`src/rtl/aes_round_controller.sv`:
```
// Round sequencer for one AES block: load, initial AddRoundKey, then NUM_ROUNDS
// rounds of Sub/Shift/(Mix)/ARK, stalling in ARK until the key schedule is ready.
module aes_round_controller #(
    parameter int NUM_ROUNDS = 10,
    parameter int ROUND_W    = 4
) (
    input  logic               clk,
    input  logic               n_rst,
    input  logic               start,
    input  logic               abort,
    input  logic               key_ready,
    output logic               busy,
    output logic               done,
    output logic               load_state,
    output logic               do_sub,
    output logic               do_shift,
    output logic               do_mix,
    output logic               do_ark,
    output logic               key_req,
    output logic [ROUND_W-1:0] key_round,
    output logic [ROUND_W-1:0] round_num
);

    typedef enum logic [2:0] {
        IDLE  = 3'd0,
        LOAD  = 3'd1,
        SUB   = 3'd2,
        SHIFT = 3'd3,
        MIX   = 3'd4,
        ARK   = 3'd5,
        DONE  = 3'd6
    } state_t;

    localparam logic [ROUND_W-1:0] LAST_ROUND = ROUND_W'(NUM_ROUNDS);
    localparam logic [ROUND_W-1:0] ROUND_ZERO = {ROUND_W{1'b0}};
    localparam logic [ROUND_W-1:0] ROUND_ONE  = {{(ROUND_W-1){1'b0}}, 1'b1};

    state_t             state_q;
    state_t             state_d;
    logic [ROUND_W-1:0] round_num_q;
    logic [ROUND_W-1:0] round_num_d;
    logic               last_round_s;

    assign last_round_s = (round_num_q == LAST_ROUND);

    // State and round counter registers
    always_ff @(posedge clk or negedge n_rst) begin
        if (!n_rst) begin
            state_q     <= IDLE;
            round_num_q <= ROUND_ZERO;
        end else begin
            state_q     <= state_d;
            round_num_q <= round_num_d;
        end
    end

    // Next-state and round-count logic; abort overrides every transition
    always_comb begin
        state_d     = state_q;
        round_num_d = round_num_q;
        if (abort && (state_q != IDLE)) begin
            state_d     = IDLE;
            round_num_d = ROUND_ZERO;
        end else begin
            case (state_q)
                IDLE: begin
                    if (start && !abort) begin
                        state_d = LOAD;
                    end else begin
                        state_d = IDLE;
                    end
                end
                LOAD: begin
                    round_num_d = ROUND_ZERO;
                    state_d     = ARK;
                end
                ARK: begin
                    if (!key_ready) begin
                        state_d = ARK;
                    end else if (last_round_s) begin
                        state_d = DONE;
                    end else begin
                        round_num_d = round_num_q + ROUND_ONE;
                        state_d     = SUB;
                    end
                end
                SUB:   state_d = SHIFT;
                SHIFT: begin
                    // Final round has no MixColumns
                    if (last_round_s) begin
                        state_d = ARK;
                    end else begin
                        state_d = MIX;
                    end
                end
                MIX:   state_d = ARK;
                DONE: begin
                    state_d     = IDLE;
                    round_num_d = ROUND_ZERO;
                end
                default: begin
                    state_d     = IDLE;
                    round_num_d = ROUND_ZERO;
                end
            endcase
        end
    end

    // Moore output decode; do_ark alone is gated by key_ready
    always_comb begin
        busy       = 1'b1;
        done       = 1'b0;
        load_state = 1'b0;
        do_sub     = 1'b0;
        do_shift   = 1'b0;
        do_mix     = 1'b0;
        do_ark     = 1'b0;
        key_req    = 1'b0;
        key_round  = ROUND_ZERO;
        case (state_q)
            IDLE:  busy       = 1'b0;
            LOAD:  load_state = 1'b1;
            SUB:   do_sub     = 1'b1;
            SHIFT: do_shift   = 1'b1;
            MIX:   do_mix     = 1'b1;
            ARK: begin
                key_req   = 1'b1;
                key_round = round_num_q;
                do_ark    = key_ready;
            end
            DONE:  done       = 1'b1;
            default: busy     = 1'b0;
        endcase
    end

    assign round_num = round_num_q;

endmodule

```
`config.mk`:
```
export PLATFORM = sky130hd
export DESIGN_NAME = aes_round_controller
export DESIGN_NICKNAME = d
export VERILOG_FILES = /design/src/rtl/aes_round_controller.sv
export SDC_FILE = /design/constraint.sdc
export NUM_CORES = 1
export LEC_CHECK = 0
export ABC_AREA = 1
export CORE_MARGIN = 5
export CORE_UTILIZATION = 42
export CTS_CLUSTER_SIZE = 25
export DETAILED_ROUTE_END_ITERATION = 8
export GPL_TIMING_DRIVEN = 0
export PLACE_DENSITY = 0.84
export SKIP_CTS_REPAIR_TIMING = 1
export SLEW_MARGIN = 20
export SYNTH_ARGS = -nofsm -noshare
export SYNTH_HDL_FRONTEND = slang
export SYNTH_SLANG_ARGS = --single-unit
export TNS_END_PERCENT = 20
```
`constraint.sdc`:
```
create_clock -name clk -period 1.7 [get_ports clk]
set_clock_uncertainty 0.15 [all_clocks]
set_input_delay 0.34 -clock clk [delete_from_list [all_inputs] [get_ports clk]]
set_output_delay 0.34 -clock clk [all_outputs]
set_load 0.005 [all_outputs]
```
==> metrics.csv, run 1 <==
stage,metric,value,unit
outcome,outcome,"complete, but fails checks",
outcome,violations,negative setup slack,
pwr,vdd_ir_drop_max,870.0,uV
logic_synthesis,synthesis.area_per_instance,6.733,sq um
pwr,clock_power_share,11.5,%
clock_network,cts_root_buffer,clkbuf_4,
drt,num_vias,712,
setup_path,worstRegToRegCells,8,
hold_path,hold_path.class,in -> async,
sta,final.min_clock_period,1.863,ns
sta,slew_headroom,80.48,%
layout,antenna_cells_inserted,0,
floorplanning,dieHeight,46.70,um
pwr,netSwitchingFraction,45.93,%
grt,antenna_found_initial,0,
layout,n_fill_cell,84,
logic_synthesis,post-synth-top-count-cell,nor2_1,
setup_path,worst_path_most_repeated_cell,buf_6,
clock_network,clock_path_buffers,2,
setup_path,worst_setup_path_endpoint,key_round[1],
logic_synthesis,synth_area_leaders,"dfrtp_1, nor2_1, nand2_1",
sta,least_margin_pin_slew,0.2919,ns
layout,fin_area,987.2,sq um
floorplanning,top_level_ports,21,
logic_synthesis,syn_area,565.5,sq um
sta,timing_max_transition_violations_final,0,
logic_synthesis,synth.yosys.seq_area_share,30.97,%
setup_path,cp_data_required_time,1.21,ns
placed_design,detailed_place_hpwl,1.096,mm
pwr,p_comb_share,66.8,%
sta,final_critical_path_setup_slack,-0.1628,ns
setup_path,kind_of_critical_path,reg -> out,
grt,first_global_vias,518,
setup_path,cp_top_family,buffers and inverters,
setup_path,timing.rr.end,round_num[3],
floorplanning,die_w,46.70,um
placed_design,placed_cells_incl_taps,119,
grt,grt_overflow,0,
clock_network,cts_tree,yes,
flow_run,max_cap_viols,0,
clock_network,clkSinkCount,7,
drt,post_drt_wl_per_cell,14.60,um
pwr,power.leakage,0.6235,nW
logic_synthesis,ys_types,19,
logic_synthesis,synthFlopType,dfrtp_1,
logic_synthesis,synthCells,84,
logic_synthesis,synth_seq_cells,7,
logic_synthesis,synth_edf_count,0,
logic_synthesis,yosysTopAreaCellShare,30.97,%
setup_path,critical-path-slowest-cell,dfrtp_2,
placed_design,place_congestion,0.7477,
drt,totalWireLength,1.986,mm
setup_path,cp-start-kind,flop,
setup_path,regToRegStartpoint,state_q[0],
floorplanning,num_rows,13,
floorplanning,die-area,0.002180,sq mm
clock_network,cts-htree-levels,1,
setup_path,critPathMaxStageDelay,0.46,ns
layout,post_layout_nonfiller_instances,136,
placed_design,io_buf_count,20,
floorplanning,start_util,44.01,%
setup_path,timing.critical_path.cells,inv_4 -> nand3_4 -> buf_6 -> buf_6 -> nor2_2 -> buf_2,
logic_synthesis,async_reset_ff_share,100.0,%
grt,grt_max_degree,9,
setup_path,endpoint_kind,primary output,
logic_synthesis,synth_largest_area_cell,dfrtp_1,
logic_synthesis,post_synth_net_total,91,
setup_path,r2r_setup_slack,0.04,ns
sta,max_clock_freq,536.8,MHz
pwr,power.net_switching,0.0005737,W
layout,drive_gt1_share,48.76,%
sta,setup_viol_count_final,8,
clock_network,clock_insertion_delay_worst_skew,0.24,ns
setup_path,critical_path_cell_count,6,
floorplanning,coreArea,0.001285,sq mm
sta,grt_setup_unrepaired,true,
pwr,internal_power,0.0006752,W
setup_path,critical_path_arrival,1.37,ns
pwr,p_per_area,1265,mW/mm^2
clock_network,cts.clk_slew.worst_paths,0.05,ns
drt,dr.pass1.iters,4,
drt,drt-initial-drc-count,12,
sta,timing.final.crit_share,109.6,%
grt,grt_pass1_wl,2.145,mm
grt,grt_util_all_layers,14.07,%
drt,detail_route.vias_per_cell,5.235,
setup_path,timing.critical_path.buf_inv,4,
setup_path,crit_startpoint,state_q[1],
sta,final_hold_viol_count,0,
drt,antenna_left,0,
logic_synthesis,yosys_warnings,0,
setup_path,path_max_fanout,5,
pwr,pwr-share-seq,21.7,%
placed_design,post_placement_cell_area,784.5,sq um
logic_synthesis,netlist_top_cells_count,"nor2_1, nand2_1, inv_1, nand3_1, dfrtp_1",
clock_network,number_of_buffers_inserted_during_clock_tree_synthesis,3,
layout,num-nets-final,129,
drt,post-route-drc-count,0,
layout,syn2layout_area_growth,74.56,%
## cells by family (layout without fill, tap and decap cells)
logic type	after synthesis	count (layout)	share of synthesized area (%)
adders and majority gates	2	2	4.424
xor gates and xnor gates	1	1	1.549
AOI/OAI and AO/OA	5	5	7.080
DFF	7	7	30.97
and+or+nand+nor	52	52	43.58
buffers and inverters	17	54	12.39
## cells in the final DEF (no fill, tap or decap)
cell type        instances
o21ai_2                  1
xor2_1                   1
nand4_1                  4
ha_1                     2
clkbuf_2                 3
inv_2                    6
nor2_4                   3
buf_6                    5
nand2_2                  5
a21oi_1                  2
clkdlybuf4s50_1          5
nor2_2                   7
dfrtp_1                  1
inv_8                    1
buf_4                    9
nand3_1                  9
dlymetal6s2s_1           8
inv_1                    7
o21ai_0                  1
nand2_4                  1
buf_2                    4
nand2_1                 13
nor2_1                   8
clkbuf_4                 3
dfrtp_2                  6
nand3_4                  2
inv_4                    2
clkbuf_1                 1
o21ai_4                  1
## registers in the layout, summed over array words and instances, names as in the netlist
| register | flops |
|---|---|
| round_num | 4 |
| state_q | 3 |
## power groups by stage
stage	sequential (W)	clock [W]	combinational (W)
after floorplan	0.000245	0	0.000344
after global placement	0.000252	0	0.000526
after detailed placement	0.000258	0	0.000542
after CTS	0.000254	0.000151	0.000543
after global routing	0.000273	0.000161	0.000902
final	0.000271	0.000144	0.000834
## worst register-to-register path, delay by kind of cell, from the launching register on
kind                   cells  cell delay [ns]
buffers and inverters      3             0.33
AND/OR/NAND/NOR            4             0.34
flip-flops                 1             0.46
AO/OA/AOI/OAI              1             0.25
## metal layers
| metal | track usage (%) | share of wire [%] | up-vias | wire length (um) |
|---|---|---|---|---|
| met5 | 0 | 0 | - | 0 |
| met4 | 6.630 | 5.1 | 0 | 101 |
| met3 | 2.344 | 5.5 | 12 | 109 |
| met2 | 23.90 | 50 | 30 | 1001 |
| met1 | 17.06 | 39 | 329 | 775 |
| li1 | - | - | 341 | - |
## worst min-delay path by stage
stage | from | to | slack (ns) | depth (start not counted)
after CTS | n_rst | round_num[1] | 0.19 | 1
after global placement | n_rst | round_num[0] | 0.46 | 1
after floorplan | n_rst | round_num[0] | -0.11 | 0
after detailed placement | n_rst | round_num[2] | 0.46 | 1
after global routing | n_rst | round_num[2] | 0.20 | 1
final | n_rst | state_q[2] | 0.19 | 1
## per-stage QoR
| step | hold WS, ns | setup TNS [ns] | setup slack, ns | utilization [%] | power, W |
|---|---|---|---|---|---|
| 2_1_floorplan | -0.1056 | 0 | 0.3113 | - | 0.0005893 |
| 3_3_place_gp | 0.4587 | -1.118 | -0.3552 | 61.05 | 0.0007777 |
| 3_5_place_dp | 0.4554 | -1.357 | -0.3452 | 61.05 | 0.0007998 |
| 4_1_cts | 0.1876 | -4.569 | -0.4547 | 63.10 | 0.0009477 |
| 5_1_grt | 0.2020 | -1.345 | -0.2488 | 76.83 | 0.001336 |
| 6_report | 0.1919 | -0.6188 | -0.1628 | 76.83 | 0.001249 |
## final cells by class
type | count | area [sq um] | share of cell area (%)
multi-input combinational | 60 | 377.9 | 38.28
timing repair buffer | 33 | 297.8 | 30.16
sequential | 7 | 182.7 | 18.50
inverter | 16 | 72.57 | 7.351
clock buffer | 4 | 26.28 | 2.662
tap | 15 | 18.77 | 1.901
buffer | 1 | 11.26 | 1.141
Power figures use the tool's default switching activity.
==> inputs of run 2 (changes only) <==
==> constraint.sdc (replaced) <==
create_clock -name clk -period 1.7 [get_ports clk]
set_clock_uncertainty 0.15 [all_clocks]
set_input_delay 0.255 -clock clk [delete_from_list [all_inputs] [get_ports clk]]
set_output_delay 0.255 -clock clk [all_outputs]
set_load 0.005 [all_outputs]
==> run 2 against run 1 <==
The run still ends with negative setup slack left. Via count shrank 10%. First-iteration DRC count shrank 17%. Non-clock buffer count shrank 11. Worst setup slack lost 0.13 ns. Clock power is essentially flat. Register-to-register slack gained 0.10 ns. Largest cell class unchanged. Highest routed layer is now met3.
==> metrics.csv, run 2 (synthesized netlist as in run 1, its figures left out) <==
stage,metric,value,unit,change
clock_network,cts-htree-levels,1,,unchanged
grt,antenna_found_initial,0,,unchanged
floorplanning,num_rows,13,,unchanged
pwr,p_comb_share,59.0,%,was 66.8%
setup_path,critical_path_arrival,1.59,ns,was 1.37 ns
outcome,outcome,"complete, but fails checks",,unchanged
setup_path,kind_of_critical_path,reg -> out,,unchanged
placed_design,io_buf_count,20,,unchanged
layout,max_ffs_per_register,4,,unchanged
grt,first_global_vias,518,,unchanged
sta,setup_viol_count_final,8,,unchanged
clock_network,cts_root_buffer,clkbuf_4,,unchanged
sta,least_margin_pin_slew,0.2848,ns,was 0.2919 ns
floorplanning,die-area,0.002180,sq mm,unchanged
pwr,clock_power_share,14.1,%,was 11.5%
pwr,vdd_ir_drop_max,841.8,uV,was 870.0 uV
setup_path,endpoint_kind,primary output,,unchanged
drt,post-route-drc-count,0,,unchanged
drt,drt-initial-drc-count,10,,was 12
drt,totalWireLength,1.540,mm,was 1.986 mm
layout,syn2layout_area_growth,52.21,%,was 74.56%
drt,dr.pass1.iters,4,,unchanged
clock_network,cts.clk_slew.worst_paths,0.05,ns,about the same
sta,final_critical_path_setup_slack,-0.2964,ns,was -0.1628 ns
sta,final.min_clock_period,1.996,ns,was 1.863 ns
clock_network,clock_insertion_delay_worst_skew,0.24,ns,about the same
pwr,p_per_area,1167,mW/mm^2,was 1265 mW/mm^2
setup_path,path_max_fanout,7,,was 5
clock_network,cts_tree,yes,,unchanged
sta,final_hold_viol_count,0,,unchanged
grt,grt_util_all_layers,14.07,%,unchanged
setup_path,cp_data_required_time,1.29,ns,was 1.21 ns
layout,antenna_cells_inserted,0,,unchanged
clock_network,clock_path_buffers,2,,unchanged
setup_path,cp-start-kind,flop,,unchanged
outcome,violations,negative setup slack,,unchanged
clock_network,number_of_buffers_inserted_during_clock_tree_synthesis,3,,unchanged
grt,grt_max_degree,9,,unchanged
pwr,netSwitchingFraction,44.61,%,was 45.93%
floorplanning,coreArea,0.001285,sq mm,unchanged
grt,grt_pass1_wl,2.145,mm,unchanged
placed_design,detailed_place_hpwl,1.096,mm,unchanged
pwr,power.leakage,0.4800,nW,was 0.6235 nW
layout,n_fill_cell,109,,was 84
floorplanning,die_w,46.70,um,unchanged
sta,slew_headroom,80.95,%,was 80.48%
sta,grt_setup_unrepaired,true,,unchanged
pwr,internal_power,0.0005563,W,was 0.0006752 W
pwr,power.net_switching,0.0004480,W,was 0.0005737 W
sta,timing.final.crit_share,117.4,%,was 109.6%
placed_design,place_congestion,0.7477,,unchanged
drt,antenna_left,0,,unchanged
sta,max_clock_freq,500.9,MHz,was 536.8 MHz
layout,drive_gt1_share,22.73,%,was 48.76%
grt,grt_overflow,0,,unchanged
floorplanning,top_level_ports,21,,unchanged
sta,timing_max_transition_violations_final,0,,unchanged
pwr,pwr-share-seq,26.9,%,was 21.7%
floorplanning,start_util,44.01,%,unchanged
drt,detail_route.vias_per_cell,5.128,,was 5.235
flow_run,max_cap_viols,0,,unchanged
drt,post_drt_wl_per_cell,12.32,um,was 14.60 um
hold_path,hold_path.class,in -> async,,unchanged
sta,finalHoldWorstSlack,0.1062,ns,was 0.1919 ns
layout,num-nets-final,118,,was 129
layout,most-common-layout-cells,"nand2_1, clkdlybuf4s50_1, nor2_1",,"was nand2_1, nand3_1, buf_4"
floorplanning,dieHeight,46.70,um,unchanged
drt,num_vias,641,,was 712
clock_network,clkSinkCount,7,,unchanged
sta,totalNegativeSetupSlack,-2.007,ns,was -0.6188 ns
run 2: cell count changes in the layout (fill, tap and decap cells not counted), moves of 4 or more:
cell,previous run,this run
clkdlybuf4s50_1,5,16
buf_4,9,2
nor2_1,8,13
buf_2,4,0
buf_6,5,1
dlymetal6s2s_1,8,4
inv_1,7,11
run 2: final timing paths:
path | startpoint | to | slack (ns) | cells after the start
max | state_q[1] | do_ark | -0.30 | 4
min | n_rst | round_num[1] | 0.11 | 1
max reg2reg | round_num[0] | round_num[1] | 0.14 | 8
min reg2reg | round_num[2] | round_num[2] | 0.47 | 2
max in group asynchronous | n_rst | state_q[1] | 1.05 | 1
min in group clk | round_num[2] | round_num[2] | 0.47 | 2
run 2: metal layers:
metal | vias up | global-route usage [%] | wire length (um)
li1 | 314 | - | -
met1 | 308 | 17.06 | 638
met2 | 19 | 23.90 | 828
met3 | 0 | 2.344 | 73
met4 | 0 | 6.630 | 0
met5 | - | 0 | 0
run 2: cell type report:
class / instances / area, sq um / share of cell area, %
well taps: 15 / 18.77 / 2.180
clock buffers: 4 / 26.28 / 3.052
repair buffers: 22 / 225.2 / 26.16
flip-flops and latches: 7 / 178.9 / 20.78
inverters: 16 / 65.06 / 7.558
multi-input cells: 60 / 335.3 / 38.95
plain buffers: 1 / 11.26 / 1.308
run 2: worst max-delay path, cell delays in order (launching register included):
cell	delay (ns)
dfrtp_2	0.47
inv_4	0.11
nand3_4	0.12
nor2_2	0.13
clkdlybuf4s50_1	0.52
run 2: metrics by stage:
| stage | instance area, sq um | power [W] | instances | util (%) | worst slack [ns] |
|---|---|---|---|---|---|
| after floorplan | 565.5 | 0.0005893 | 84 | - | 0.3113 |
| after global placement | 784.5 | 0.0007777 | 119 | 61.05 | -0.1852 |
| after global routing | 860.8 | 0.001083 | 125 | 66.99 | -0.3742 |
| final | 860.8 | 0.001004 | 125 | 66.99 | -0.2964 |
| after CTS | 810.8 | 0.0009477 | 123 | 63.10 | -0.3697 |
| after detailed placement | 784.5 | 0.0007998 | 119 | 61.05 | -0.1752 |
run 2: power by group through the flow:
stage	clock network (W)	logic (W)	registers, W
2_1_floorplan	0	0.000344	0.000245
3_3_place_gp	0	0.000526	0.000252
3_5_place_dp	0	0.000542	0.000258
4_1_cts	0.000151	0.000543	0.000254
5_1_grt	0.000160	0.000653	0.000269
6_report	0.000142	0.000592	0.000270
